--- src/rtl/esc_pkg.sv ---
// Shared ESC definitions: PID sequencer state encoding, error clamp limits,
// accumulator width and the signed 8-bit saturation helper.
package esc_pkg;

  typedef enum logic [2:0] {
    IDLE, ERR, MUL_P, MUL_I, MUL_D, OUT
  } pid_seq_state_t;

  localparam int ERR_MIN   = -128;
  localparam int ERR_MAX   = 127;
  localparam int PID_ACC_W = 18;

  // Saturate a 10-bit signed intermediate to the signed 8-bit error range.
  function automatic logic signed [7:0] sat8(input logic signed [9:0] v);
    if (v < 10'(ERR_MIN))      return 8'sh80;
    else if (v > 10'(ERR_MAX)) return 8'sh7F;
    else                       return v[7:0];
  endfunction

endpackage

--- src/rtl/pid_mac_sequencer_mul.sv ---
// Shared PID term multiplier: signed 8-bit operand times unsigned 8-bit gain.
module pid_term_mul (
  input  logic signed [7:0]  a_i,
  input  logic        [7:0]  b_i,
  output logic signed [16:0] p_o
);

  // Zero-extend the gain so the product is a plain signed multiply.
  assign p_o = 17'(a_i * $signed({1'b0, b_i}));

endmodule

--- src/rtl/pid_mac_sequencer.sv ---
// Multi-cycle PID speed-loop controller sharing one 8x8 multiplier across P/I/D.
// Define PID_SEQ_DERIV_EN to include the derivative term (latency 5, else 4).
module pid_mac_sequencer
  import esc_pkg::*;
#(
  parameter int                    DATA_WIDTH = 16,
  parameter logic [DATA_WIDTH-1:0] DUTY_MAX   = 16'd255
) (
  input  logic                      clk,
  input  logic                      reset,
  input  logic                      enable,
  input  logic                      sample_valid,
  input  logic [DATA_WIDTH-1:0]     period_meas,
  input  logic [DATA_WIDTH/2-1:0]   period_ref,
  input  logic [DATA_WIDTH/2-1:0]   kp,
  input  logic [DATA_WIDTH/2-1:0]   ki,
  input  logic [DATA_WIDTH/2-1:0]   kd,
  output logic                      busy,
  output logic [DATA_WIDTH-1:0]     duty,
  output logic                      duty_valid,
  output logic                      overrun
);

  pid_seq_state_t state_q, state_d;
  logic [DATA_WIDTH-1:0]        meas_q, meas_d;
  logic [7:0]                   ref_q, ref_d, kp_q, kp_d, ki_q, ki_d;
  logic signed [7:0]            err_q, err_d, integ_q, integ_d, prev_q, prev_d;
  logic signed [PID_ACC_W-1:0]  acc_q, acc_d;
  logic [DATA_WIDTH-1:0]        duty_q, duty_d;
  logic                         dv_q, dv_d, ov_q, ov_d;

  logic [7:0]                   meas8;
  logic signed [9:0]            err_w, integ_w, deriv_w;
  logic signed [7:0]            err_c, mul_a;
  logic [7:0]                   mul_b;
  logic signed [16:0]           prod;
  logic signed [PID_ACC_W-1:0]  acc_add;

`ifdef PID_SEQ_DERIV_EN
  logic [7:0]        kd_q, kd_d;
  logic signed [7:0] deriv_q, deriv_d;
`else
  logic unused_kd;
  assign unused_kd = ^kd;
`endif

  assign meas8   = (|meas_q[DATA_WIDTH-1:8]) ? 8'hFF : meas_q[7:0];
  assign err_w   = $signed({2'b00, ref_q}) - $signed({2'b00, meas8});
  assign err_c   = sat8(err_w);
  assign integ_w = {{2{integ_q[7]}}, integ_q} + {{2{err_c[7]}}, err_c};
  assign deriv_w = {{2{err_c[7]}}, err_c} - {{2{prev_q[7]}}, prev_q};

  // Operand mux: the FSM state selects which latched term/gain pair is multiplied.
  always_comb begin
    mul_a = err_q;
    mul_b = kp_q;
    case (state_q)
      MUL_I: begin mul_a = integ_q; mul_b = ki_q; end
`ifdef PID_SEQ_DERIV_EN
      MUL_D: begin mul_a = deriv_q; mul_b = kd_q; end
`endif
      default: ;
    endcase
  end

  pid_term_mul u_mul (.a_i(mul_a), .b_i(mul_b), .p_o(prod));

  assign acc_add = acc_q + {prod[16], prod};

  always_comb begin
    state_d = state_q;
    meas_d  = meas_q;
    ref_d   = ref_q;
    kp_d    = kp_q;
    ki_d    = ki_q;
    err_d   = err_q;
    integ_d = integ_q;
    prev_d  = prev_q;
    acc_d   = acc_q;
    duty_d  = duty_q;
    dv_d    = 1'b0;
    ov_d    = enable && sample_valid && (state_q != IDLE);
`ifdef PID_SEQ_DERIV_EN
    kd_d    = kd_q;
    deriv_d = deriv_q;
`endif
    if (!enable) begin
      state_d = IDLE;
      integ_d = '0;
      prev_d  = '0;
      acc_d   = '0;
      duty_d  = '0;
    end else begin
      case (state_q)
        IDLE: if (sample_valid) begin
          meas_d  = period_meas;
          ref_d   = period_ref;
          kp_d    = kp;
          ki_d    = ki;
`ifdef PID_SEQ_DERIV_EN
          kd_d    = kd;
`endif
          acc_d   = '0;
          state_d = ERR;
        end
        ERR: begin
          err_d   = err_c;
          integ_d = sat8(integ_w);
          prev_d  = err_c;
`ifdef PID_SEQ_DERIV_EN
          deriv_d = sat8(deriv_w);
`endif
          state_d = MUL_P;
        end
        MUL_P: begin
          acc_d   = acc_add;
          state_d = MUL_I;
        end
        MUL_I: begin
          acc_d   = acc_add;
`ifdef PID_SEQ_DERIV_EN
          state_d = MUL_D;
`else
          state_d = OUT;
`endif
        end
        MUL_D: begin
          acc_d   = acc_add;
          state_d = OUT;
        end
        OUT: begin
          if (acc_q[PID_ACC_W-1])
            duty_d = '0;
          else if (acc_q[PID_ACC_W-2:0] > {1'b0, DUTY_MAX})
            duty_d = DUTY_MAX;
          else
            duty_d = acc_q[DATA_WIDTH-1:0];
          dv_d    = 1'b1;
          state_d = IDLE;
        end
        default: state_d = IDLE;
      endcase
    end
  end

  always_ff @(posedge clk or posedge reset) begin
    if (reset) begin
      state_q <= IDLE;
      meas_q  <= '0;
      ref_q   <= '0;
      kp_q    <= '0;
      ki_q    <= '0;
      err_q   <= '0;
      integ_q <= '0;
      prev_q  <= '0;
      acc_q   <= '0;
      duty_q  <= '0;
      dv_q    <= 1'b0;
      ov_q    <= 1'b0;
`ifdef PID_SEQ_DERIV_EN
      kd_q    <= '0;
      deriv_q <= '0;
`endif
    end else begin
      state_q <= state_d;
      meas_q  <= meas_d;
      ref_q   <= ref_d;
      kp_q    <= kp_d;
      ki_q    <= ki_d;
      err_q   <= err_d;
      integ_q <= integ_d;
      prev_q  <= prev_d;
      acc_q   <= acc_d;
      duty_q  <= duty_d;
      dv_q    <= dv_d;
      ov_q    <= ov_d;
`ifdef PID_SEQ_DERIV_EN
      kd_q    <= kd_d;
      deriv_q <= deriv_d;
`endif
    end
  end

  assign busy       = (state_q != IDLE);
  assign duty       = duty_q;
  assign duty_valid = dv_q;
  assign overrun    = ov_q;

endmodule
--- config.mk ---
export PLATFORM = sky130hd
export DESIGN_NAME = pid_mac_sequencer
export DESIGN_NICKNAME = d
export VERILOG_FILES = /design/src/rtl/esc_pkg.sv /design/src/rtl/pid_mac_sequencer_mul.sv /design/src/rtl/pid_mac_sequencer.sv
export SDC_FILE = /design/constraint.sdc
export NUM_CORES = 1
export LEC_CHECK = 0
export CORE_UTILIZATION = 45
export DETAILED_ROUTE_END_ITERATION = 16
export GPL_TIMING_DRIVEN = 0
export PLACE_DENSITY = 0.65
export SYNTH_ARGS = -nofsm -noshare
export SYNTH_HDL_FRONTEND = slang
export SYNTH_SLANG_ARGS = --single-unit
--- constraint.sdc ---
create_clock -name clk -period 12.2 [get_ports clk]
set_input_delay 2.44 -clock clk [delete_from_list [all_inputs] [get_ports clk]]
set_output_delay 2.44 -clock clk [all_outputs]
set_load 0.005 [all_outputs]
After elaboration in Yosys (flattened, before gate mapping). Index checks and enable logic that the tools add are counted.

$add $sub $neg: 3. $mul: 1. Magnitude comparators: 5. Equal/unequal tests: 9. Multiplexer cells: 21. Reduce and logical (&&, ||, !) cells: 10.

Operators by type and width (count): 8-bit two-way mux (9); 16-bit two-way mux (4); 18-bit two-way mux (2); 18-bit one-hot mux with 2 select lines (1); 18-bit adder (1); 9-bit by 8-bit > comparator with 1-bit output, second input constant (2); 9-bit by 8-bit less-than comparator with 1-bit output, second input constant (2); 17-bit by 8-bit > comparator with 1-bit output, second input constant (1); 8-bit by 9-bit multiplier with 17-bit output (1); 3-bit one-hot mux with 4 select lines (1); 8-bit by 8-bit adder with 9-bit output (1); 8-bit by 8-bit subtractor with 9-bit output (1); 8-bit OR reduction (1); 3-bit by 2-bit == test with 1-bit output, second input constant (2); 3-bit == test, second input constant (2); 3-bit two-way mux (2); 2-bit by 1-bit != test with 1-bit output, second input constant (2); 2-bit AND reduction (2); 3-bit by 1-bit == test with 1-bit output, second input constant (1); 3-bit logical NOT (1); 3-bit by 2-bit != test with 1-bit output, second input constant (1); 3-bit != test, second input constant (1); 3-bit AND reduction (1); 3-bit nonzero test (1); 4 further kinds (6).

Flip-flop bits (word level): 95. Input port bits: 52. Output and inout bits: 19. Logic and storage cells: 60.

Longest topological paths before layout. Gate-level depths: netlist of the first run.

Depth in word-level cells: 12. Depth in mapped cells: 31. Depth with buffers taken out: 30.

Hierarchy. Synthesis of the first run repeated with hierarchy kept, for this count alone.

Cell total of the unflattened synthesis: 779. Area total of the unflattened synthesis: 7601.0 sq um.

Modules (own cells, without submodules): pid_mac_sequencer (instances 1, cells an instance 520, area each 5348.9 sq um, sequential area each 2377.3 sq um); pid_term_mul (instances 1, cells an instance 259, area each 2252.2 sq um, sequential area each 0.0 sq um).

Least setup slack after synthesis of the first run. OpenSTA, ideal clock, no wires.

Path kind: register -> register. From: reg state_q[1]. To: reg acc_q[17]. Setup time: 0.119 ns. Arrival time: 6.351 ns. Required time: 12.081 ns. Path slack: 5.731 ns. Cell stages (with the launch flop): 26. Path buffers: 1. Period minus slack after synthesis: 6.469 ns. Cell sequence: dfrtp_1 nor2b_1 nand2_1 buf_2 mux2i_1 nand2_1 fa_1 fa_1 inv_1 fa_1 fa_1 ha_1 o21ai_0 nor2_2 o41ai_2 o21ba_2 o21bai_1 a21oi_1 xnor2_1 ha_1 nand4_1 a211oi_2 o211ai_1 and3_1 o21ai_0 a21bo_1.

Word-level cells in the longest chain between the ends: 6. Elaborated cells on any way between the ends: 14. Those cells by class: 1 x add/sub; 1 x mul; 5 x eq/ne; 4 x mux; 3 x reduce/logical.

Ends and longest elaborated chain: start: declaration (line pid_mac_sequencer.sv:24) `pid_seq_state_t state_q, state_d;`; start signal: assignment (line pid_mac_sequencer.sv:165) `state_q <= state_d;`; 3-bit by 2-bit == test with 1-bit output (line pid_mac_sequencer.sv:57, pid_mac_sequencer.sv:94); 8-bit two-way mux (line pid_mac_sequencer.sv:57) `case (state_q)`; 8-bit by 9-bit multiplier with 17-bit output (line pid_mac_sequencer_mul.sv:9) `assign p_o = 17'(a_i * $signed({1'b0, b_i}));`; 18-bit adder (line pid_mac_sequencer.sv:68) `assign acc_add = acc_q + {prod[16], prod};`; 18-bit one-hot mux with 2 select lines (line pid_mac_sequencer.sv:94) `case (state_q)`; 18-bit two-way mux (line pid_mac_sequencer.sv:87) `if (!enable) begin`; end signal: assignment (line pid_mac_sequencer.sv:156) `acc_q <= '0;`; end signal: assignment (line pid_mac_sequencer.sv:173) `acc_q <= acc_d;`; end: declaration (line pid_mac_sequencer.sv:28) `logic signed [PID_ACC_W-1:0] acc_q, acc_d;`.

Parallel ways exist; a longest one is shown, timed or not. A chain may end at the register's enable or synchronous reset.

Worst setup path after layout of the first run. Same ends and word-level chain as after synthesis.

==> reports/qor.csv, run 1 <==
stage,metric,value,unit
run_status,outcome,completed,
timing,Fin. Hold Viols,0,
min_path,Hold/Removal Path Class,flop to flop,
setup_path,crit path DAT,7.66,ns
yosys,synth warn,0,
placed_design,dpl cell area,8480,um2
clocking,CTS buffer count,9,
timing,fmax,135,MHz
yosys,largest family of logic cells by synthesized area,adder cells,
yosys,Async SR Flop Fraction,1.00,
floorplanning,row count,47,
yosys,Cells after Synth,777,
timing,Setup TNS Final,0,ns
timing,clock skew,0.00624,ns
clocking,# resized after CTS,0,
setup_path,CP max stage delay,0.69,ns
yosys,mux cell area share after synthesis,0.103,
yosys,sequential element share of the synthesized area,0.314,
yosys,"flops & latches, synth",95,
global_routing,initial antenna violation count,0,
clocking,Sink Count,95,
floorplanning,die height,132,um
floorplanning,io pins,71,
route,Vias,5563,
clocking,Clock Latency Late Sink,0.36,ns
clocking,CTS tree,built,
route,Routed Antenna Nets,0,
global_routing,Total GRT Usage,0.191,
yosys,post-synthesis adder-cell area fraction,0.233,
yosys,Synth Net Count,946,
layout,Nets,1019,
yosys,"Distinct cells, synth",57,
timing,RSZ-0062 raised after global routing,no,
setup_path,WS Path Type,flop to flop,
setup_path,crit path launch type,flop,
clocking,htree depth,3,
layout,synthesis-to-layout area growth,16.0,%
placed_design,Detailed Place HPWL,12.1,mm
global_routing,GRT overflow,0,
power,peak supply drop,0.000154,V
yosys,Synth Area in XOR/XNOR,0.0370,
yosys,Post-synth EDFFs,0,
route,drt via density,5.17,
layout,most frequent cells in the layout,"95 x dfrtp_1, 88 x inv_1, 77 x ha_1, 71 x nand2_1, 69 x nor2_1",
placed_design,Port Buffers,61,
global_routing,vias in the first global route,5386,
timing,Max-slew headroom,0.368,
setup_path,Slowest cell on crit path,mux2i_1,
floorplanning,die area,17300,um2
clocking,CTS root buf,clkbuf_16,
clocking,postcts setup bufs,0,
route,Total Routed Length,15.7,mm
global_routing,largest net degree at the start of global routing,70,
timing,max-slew violations,0,
route,Routed WL per cell,14.6,um
floorplanning,Initial Util,0.458,
setup_path,crit-path most repeated cell,fa_1,
job,max-cap viol count,0,
power,Leakage Power,0.00432,uW
timing,Tmin final,7.40,ns
timing,Tcrit/Tclk final,0.606,
route,Residual DRC,0,
yosys,Avg Synthesized Cell Area,9.74,um2
placed_design,routability congestion estimate,0.873,
setup_path,Crit. End Element,flop,
yosys,Mapped Area,7570,um2
layout,fraction of layout cells with a size suffix above 1,0.120,
route,initial drt markers,250,
layout,fin area,8780,um2
setup_path,crit-path max FO,10,
global_routing,global-route wire length before repair,26.5,mm
setup_path,Crit path required time,12.46,ns
yosys,top_reg_cell synth,dfrtp_1,
floorplanning,Core ar.,16500,um2
clocking,clk slew on worst S/H paths,0.07,ns
power,PD cells,294,nW/um2
clocking,Max clock buf depth,2,
layout,"most common cell after layout, fill and taps aside",dfrtp_1,
clocking,Post-CTS Hold Buffers,0,
yosys,simple-gate share of the synthesized area,0.130,
route,first-pass iteration count of the detailed router,4,
timing,Slew @ Worst Pin,0.942,ns
timing,Finish-stage setup viols,0,
yosys,share of the synthesized area in compound gates (AO/OA/AOI/OAI),0.131,
floorplanning,die width,132,um
layout,n_diodes,0,
==> path summary, 6_finish.rpt <==
check,from,end,slack [ns],depth (start not counted)
worst max-delay path,state_q[1],acc_q[17],4.80,27
worst min-delay path,duty[0],duty[0],0.47,2
worst max register to register,state_q[1],acc_q[17],4.80,27
worst min register to register,duty[0],duty[0],0.47,2
max in group asynchronous,reset,kp_q[1],9.11,3
min in group asynchronous,reset,duty[0],2.42,2
==> per-stage QoR <==
stage | utilization | power (uW) | instances | worst slack, ns | hold WS [ns]
after global placement | 0.512 | 2290 | 1058 | 4.81 | 0.452
final | 0.531 | 2580 | 1075 | 4.80 | 0.467
after detailed placement | 0.513 | 2310 | 1059 | 4.80 | 0.459
after CTS | 0.531 | 2620 | 1075 | 4.76 | 0.476
after global routing | 0.531 | 2890 | 1075 | 4.22 | 0.497
after floorplan | - | 1940 | 777 | 5.73 | 0.443
==> cell usage after synthesis, types with 4 or more instances <==
library cell  count  area, um2
a211oi_1          4       30.0
a21o_1           17        128
a21oi_1          26        130
a41oi_1           7       61.3
and2_1           10       62.6
buf_2             6       30.0
clkbuf_1          7       26.3
dfrtp_1          95       2380
fa_1             40        801
ha_1             77        963
inv_1            89        334
mux2_2           54        608
mux2i_1          14        140
nand2_1          71        267
nand2b_1         11       68.8
nand3_1           4       20.0
nor2_1           69        259
nor2b_1          11       68.8
nor3_1            9       45.0
nor4_1            5       31.3
o21a_1           11       82.6
o21ai_0          39        195
o21ai_1           7       35.0
o21bai_1          5       37.5
o31ai_1           6       45.0
or2_2             9       56.3
or3_1             5       31.3
xnor2_1          19        166
xor2_1           13        114
==> registers in the layout, summed over array words and instances (netlist names) <==
register and flops:
duty 16, duty_valid 1, kp_q 8, ki_q 8
acc_q 18, integ_q 8, ref_q 8, state_q 3
meas_q 16, err_q 8, overrun 1
==> layer usage <==
metal | wire [um] | track usage | vias to the layer above
met4 | 204 | 0.0640 | 0
li1 | - | - | 2800
met2 | 6990 | 0.295 | 77
met3 | 493 | 0.0274 | 13
met5 | 0 | 0 | -
met1 | 7970 | 0.275 | 2673
==> power by group <==
group	switching [uW]	internal, uW
clock	141	143
sequential	47.7	387
combinational	1030	833
total	1220	1360
==> cell type report <==
type | instances | area, um2
multi-input cells | 580 | 4800
plain buffers | 13 | 56.3
inverters | 89 | 337
repair buffers | 62 | 638
clock inverters | 7 | 67.6
fillers | 1509 | 7750
flip-flops and latches | 95 | 2380
clock buffers | 9 | 225
well taps | 220 | 275
==> cells by family after synthesis <==
logic type / after synthesis
simple gates: 214
compound gates: 147
fa+ha+maj: 117
buf+inv: 102
flops: 95
mux: 70
xor+xnor: 32
==> critical path: cells and delay by family, from the launching register on <==
family,cells,cell delay (ns)
AO/OA/AOI/OAI,8,1.38
XOR/XNOR,1,0.17
adder cells (fa/ha/maj),6,2.71
buffers and inverters,4,0.65
flip-flops,1,0.44
multiplexers,1,0.69
AND/OR/NAND/NOR,7,1.23
No activity file was read; power rests on OpenSTA's default activity.
==> run 2: changes to the inputs <==
Settings changed: PLACE_DENSITY 0.65 to 0.68.
Clock period 12.2 ns to 6.6 ns, I/O delays scaled along.
==> run 2 against run 1 <==
Wire length rose by 3.1%; sequential power grew 90%; largest cell class unchanged; hold slack lost 0.0040 ns; non-clock buffer count rose by 18.
==> reports/qor.csv, run 2 (same netlist as run 1, synthesis figures left out) <==
stage,metric,value,unit
floorplanning,die area,17300,um2
layout,Largest Register,acc_q,
setup_path,WS Path Type,flop to flop,
route,Routed WL per cell,14.8,um
timing,clock skew,0.0102,ns
layout,"most common cell after layout, fill and taps aside",dfrtp_1,
timing,Tcrit/Tclk final,0.963,
route,initial drt markers,302,
layout,most frequent cells in the layout,"92 x dfrtp_1, 87 x inv_1, 71 x ha_1, 68 x nand2_1, 66 x nor2_1",
placed_design,Detailed Place HPWL,12.2,mm
clocking,Sink Count,95,
timing,Finish-stage setup viols,0,
floorplanning,Initial Util,0.458,
setup_path,crit-path most repeated cell,fa_1,
placed_design,routability congestion estimate,0.858,
timing,max-slew violations,0,
run_status,outcome,completed,
power,peak supply drop,0.000350,V
power,PD cells,571,nW/um2
setup_path,CP Depth,27,
route,Residual DRC,0,
floorplanning,row count,47,
placed_design,dpl cell area,8480,um2
timing,fmax,157,MHz
layout,final core occ,0.558,
clocking,Post-CTS Hold Buffers,0,
route,first-pass iteration count of the detailed router,4,
global_routing,vias in the first global route,5569,
layout,synthesis-to-layout area growth,21.8,%
timing,Slew @ Worst Pin,0.856,ns
setup_path,crit-path max FO,8,
min_path,hold depth,2,
route,Routed Antenna Nets,0,
setup_path,Crit. End Element,flop,
power,sequential power share,0.157,
timing,Tmin final,6.36,ns
global_routing,Total GRT Usage,0.192,
placed_design,Port Buffers,61,
route,Total Routed Length,16.1,mm
timing,setup ws final,0.242,ns
global_routing,global-route wire length before repair,26.9,mm
power,Leakage Power,0.00441,uW
power,Comb pwr share,0.748,
clocking,CTS buffer count,9,
clocking,CTS root buf,clkbuf_16,
clocking,Max clock buf depth,2,
layout,Fillers,1411,
clocking,clk slew on worst S/H paths,0.07,ns
route,Vias,5774,
setup_path,crit path DAT,6.60,ns
setup_path,R2R cell count,27,
power,Net Sw Power,2410,uW
timing,Fin. Hold Viols,0,
floorplanning,Core ar.,16500,um2
global_routing,initial antenna violation count,0,
setup_path,CP max stage delay,0.53,ns
timing,Setup TNS Final,0,ns
clocking,htree depth,3,
power,Clock power frac,0.095,
setup_path,worst path buffer plus inverter count,4,
layout,fin area,9220,um2
layout,fraction of layout cells with a size suffix above 1,0.179,
layout,Largest register FFs,18,
clocking,CTS tree,built,
setup_path,Crit path required time,6.85,ns
timing,Max-slew headroom,0.425,
power,sw frac,0.459,
setup_path,crit path launch type,flop,
layout,n_diodes,0,
route,drt via density,5.28,
floorplanning,io pins,71,
global_routing,largest net degree at the start of global routing,70,
floorplanning,die width,132,um
global_routing,GRT overflow,0,
clocking,Clock Latency Late Sink,0.35,ns
layout,Nets,1037,
setup_path,CP top delay family,adder cells,
floorplanning,die height,132,um
setup_path,Slowest cell on crit path,fa_1,
min_path,Hold/Removal Path Class,flop to flop,
power,cell internal pwr,2850,uW
placed_design,Setup WS pre-CTS,-0.754,ns
timing,RSZ-0062 raised after global routing,yes,
job,max-cap viol count,0,
[run 2: changes by cell type in the layout (fill, tap and decap cells not counted), sizes merged]
cell      before  now
clkbuf        16   19
inv           92   89
clkinvlp       2    1
buf            7   25
clkinv         2    3
[run 2: worst paths after layout]
path,start,end,slack [ns]
worst max-delay path,state_q[2],acc_q[17],0.24
worst min-delay path,duty[0],duty[0],0.46
worst max register to register,state_q[2],acc_q[17],0.24
worst min register to register,duty[0],duty[0],0.46
max in group asynchronous,reset,err_q[6],4.64
min in group asynchronous,reset,state_q[0],1.31
[run 2: worst min-delay path: cells and delay by family (launching register included)]
| family | cells | cell delay (ns) |
|---|---|---|
| DFF | 1 | 0.34 |
| and+or+nand+nor | 2 | 0.09 |
[run 2: layout make-up]
class,instances,area [um2],area share
multi-input cells,580,5060,0.549
clock buffers,12,256,0.0278
well taps,220,275,0.0299
clock inverters,4,30.0,0.00326
plain buffers,12,77.6,0.00841
flip-flops and latches,95,2380,0.258
repair buffers,81,802,0.0870
inverters,89,337,0.0365
[run 2: power groups by stage]
stage | registers, uW | clock network, uW | logic, uW
3_5_place_dp | 817 | 0 | 3450
4_1_cts | 817 | 514 | 3530
6_report | 825 | 502 | 3930
3_3_place_gp | 810 | 0 | 3400
5_1_grt | 842 | 541 | 4420
2_1_floorplan | 787 | 0 | 2800
[run 2: routing by layer]
layer  track usage  vias up  routed length, um
met5             0        -                  0
met4        0.0711        0                233
met3        0.0255       20                600
met2         0.306      106               7630
met1         0.267     2801               7670
li1              -     2847                  -
[run 2: what timing repair did]
action | in CTS | in global routing
resized for setup | 22 | 41
setup endpoints to repair | 7 | 5
gates cloned | 0 | 1
pin swaps | 0 | 18
buffers inserted | 3 | 15
[run 2: through the flow]
stage / power [uW] / hold WS (ns) / std cells
2_1_floorplan: 3590 / 0.443 / 777
3_3_place_gp: 4210 / 0.454 / 1058
3_5_place_dp: 4260 / 0.456 / 1059
4_1_cts: 4860 / 0.470 / 1077
5_1_grt: 5800 / 0.499 / 1093
6_report: 5260 / 0.463 / 1093
==> run 3: changes to the inputs <==
Settings changed: CAP_MARGIN set to 30, SETUP_SLACK_MARGIN set to 0.2.
==> run 3 against run 2 <==
Via count rose by 0.94%; critical path type unchanged; first-iteration DRC count fell by 21%; worst setup slack improved by 0.14 ns; core utilization rose by 2.3 points; register-to-register slack improved by 0.14 ns; clock skew fell by 0.0011 ns; count of clock-buffer cells in the layout fell by 1; flip-flop and latch count did not move; hold slack improved by 0.0075 ns; fmax rose by 2.3%; highest routed layer unchanged.
==> reports/qor.csv, run 3 (same netlist as run 1, synthesis figures left out) <==
stage,metric,value,unit
timing,max-slew violations,0,
setup_path,CP top delay family,adder cells,
layout,area taken by multi-input logic gates,5200,um2
floorplanning,io pins,71,
clocking,Clock Latency Late Sink,0.35,ns
clocking,Max clock buf depth,2,
timing,clock skew,0.00909,ns
layout,Fillers,1422,
timing,Setup TNS Final,0,ns
clocking,CTS buffer count,9,
layout,n_diodes,0,
global_routing,vias in the first global route,5691,
floorplanning,row count,47,
route,Routed WL per cell,15.3,um
timing,Tcrit/Tclk final,0.942,
run_status,outcome,completed,
global_routing,global-route wire length before repair,27.9,mm
layout,Final Non-Filler Cells,1118,
placed_design,Placed Instances,1059,
setup_path,crit-path max FO,8,
floorplanning,die height,132,um
floorplanning,die width,132,um
setup_path,Crit path required time,6.85,ns
setup_path,Slowest cell on crit path,fa_1,
timing,Fin. Hold Viols,0,
route,Vias,5828,
layout,synthesis-to-layout area growth,26.9,%
layout,most frequent cells in the layout,"94 x dfrtp_1, 79 x inv_1, 68 x nand2_1, 68 x ha_1, 66 x nor2_1",
setup_path,crit path launch type,flop,
setup_path,crit path DAT,6.47,ns
setup_path,"setup slack, reg-to-reg",0.39,ns
floorplanning,die area,17300,um2
route,initial drt markers,240,
global_routing,largest net degree at the start of global routing,64,
layout,final core occ,0.581,
route,Residual DRC,0,
global_routing,GRT overflow,0,
placed_design,Detailed Place HPWL,12.4,mm
setup_path,CP max stage delay,0.55,ns
min_path,Hold/Removal Path Class,flop to flop,
clocking,CTS tree,built,
floorplanning,Core ar.,16500,um2
job,max-cap viol count,0,
layout,FF+latch area,2380,um2
global_routing,Total GRT Usage,0.200,
placed_design,Port Buffers,61,
route,Routed Antenna Nets,0,
layout,Largest register FFs,18,
clocking,CTS root buf,clkbuf_16,
floorplanning,Initial Util,0.458,
setup_path,worst path buffer plus inverter count,7,
layout,fin area,9600,um2
global_routing,initial antenna violation count,0,
timing,Finish-stage setup viols,0,
layout,Nets,1062,
layout,fraction of layout cells with a size suffix above 1,0.222,
timing,Tmin final,6.21,ns
setup_path,WS Path Type,flop to flop,
layout,Largest Register,acc_q,
route,Total Routed Length,17.1,mm
setup_path,Crit. End Element,flop,
timing,fmax,161,MHz
timing,Max-slew headroom,0.346,
clocking,htree depth,3,
clocking,clk slew on worst S/H paths,0.07,ns
placed_design,routability congestion estimate,0.852,
clocking,Sink Count,95,
layout,"most common cell after layout, fill and taps aside",dfrtp_1,
route,first-pass iteration count of the detailed router,5,
timing,Slew @ Worst Pin,0.974,ns
setup_path,crit-path most repeated cell,fa_1,
timing,RSZ-0062 raised after global routing,yes,
route,drt via density,5.21,
placed_design,dpl cell area,8490,um2
==> run 3: cell types whose count changed in the layout (fill, tap and decap cells not counted), sizes merged <==
cell,delta
buf,+25
clkbuf,-1
clkinv,-2
inv,+3
==> run 3: tightest hold or removal path, stage by stage, from the launching register on <==
cell and delay [ns]:
dfrtp_1 0.35, nand2_1 0.05, nand2_1 0.05
==> run 3: area by class of cell <==
type | instances | area share
multi-input cells | 580 | 0.541
flip-flops and latches | 95 | 0.248
repair buffers | 105 | 0.107
inverters | 89 | 0.0351
well taps | 220 | 0.0287
clock buffers | 11 | 0.0263
plain buffers | 13 | 0.00938
clock inverters | 5 | 0.00404
==> run 3: worst paths after layout <==
path	endpoint	startpoint	depth (start not counted)
min in group asynchronous	duty[8]	reset	2
worst max register to register	acc_q[17]	state_q[2]	26
max in group asynchronous	ki_q[6]	reset	3
worst min-delay path	duty[3]	duty[3]	2
worst min register to register	duty[3]	duty[3]	2
worst max-delay path	acc_q[17]	state_q[2]	26
==> run 3: what timing repair did <==
item	4_1_cts	5_1_grt
cloned	1	0
buffers inserted	16	26
resized for setup	44	60
pin swaps	12	58
hold buffers	0	0
endpoints found under the setup margin	7	5
==> run 3: metrics by stage <==
step | setup WS, ns | hold slack, ns
after floorplan | 0.203 | 0.443
after global placement | -0.602 | 0.451
after detailed placement | -0.715 | 0.459
after CTS | 0.205 | 0.475
after global routing | 0.107 | 0.501
final | 0.386 | 0.471
==> run 3: routing by layer <==
metal | global-route usage | routed length [um] | up-vias
li1 | - | - | 2878
met1 | 0.277 | 7940 | 2844
met2 | 0.330 | 8360 | 91
met3 | 0.0278 | 533 | 15
met4 | 0.0517 | 228 | 0
met5 | 0 | 0 | -
Power of run 3 is left out: the tool's default activity adds up to more than one toggle a clock period on the data nets, which glitch-free logic cannot reach.
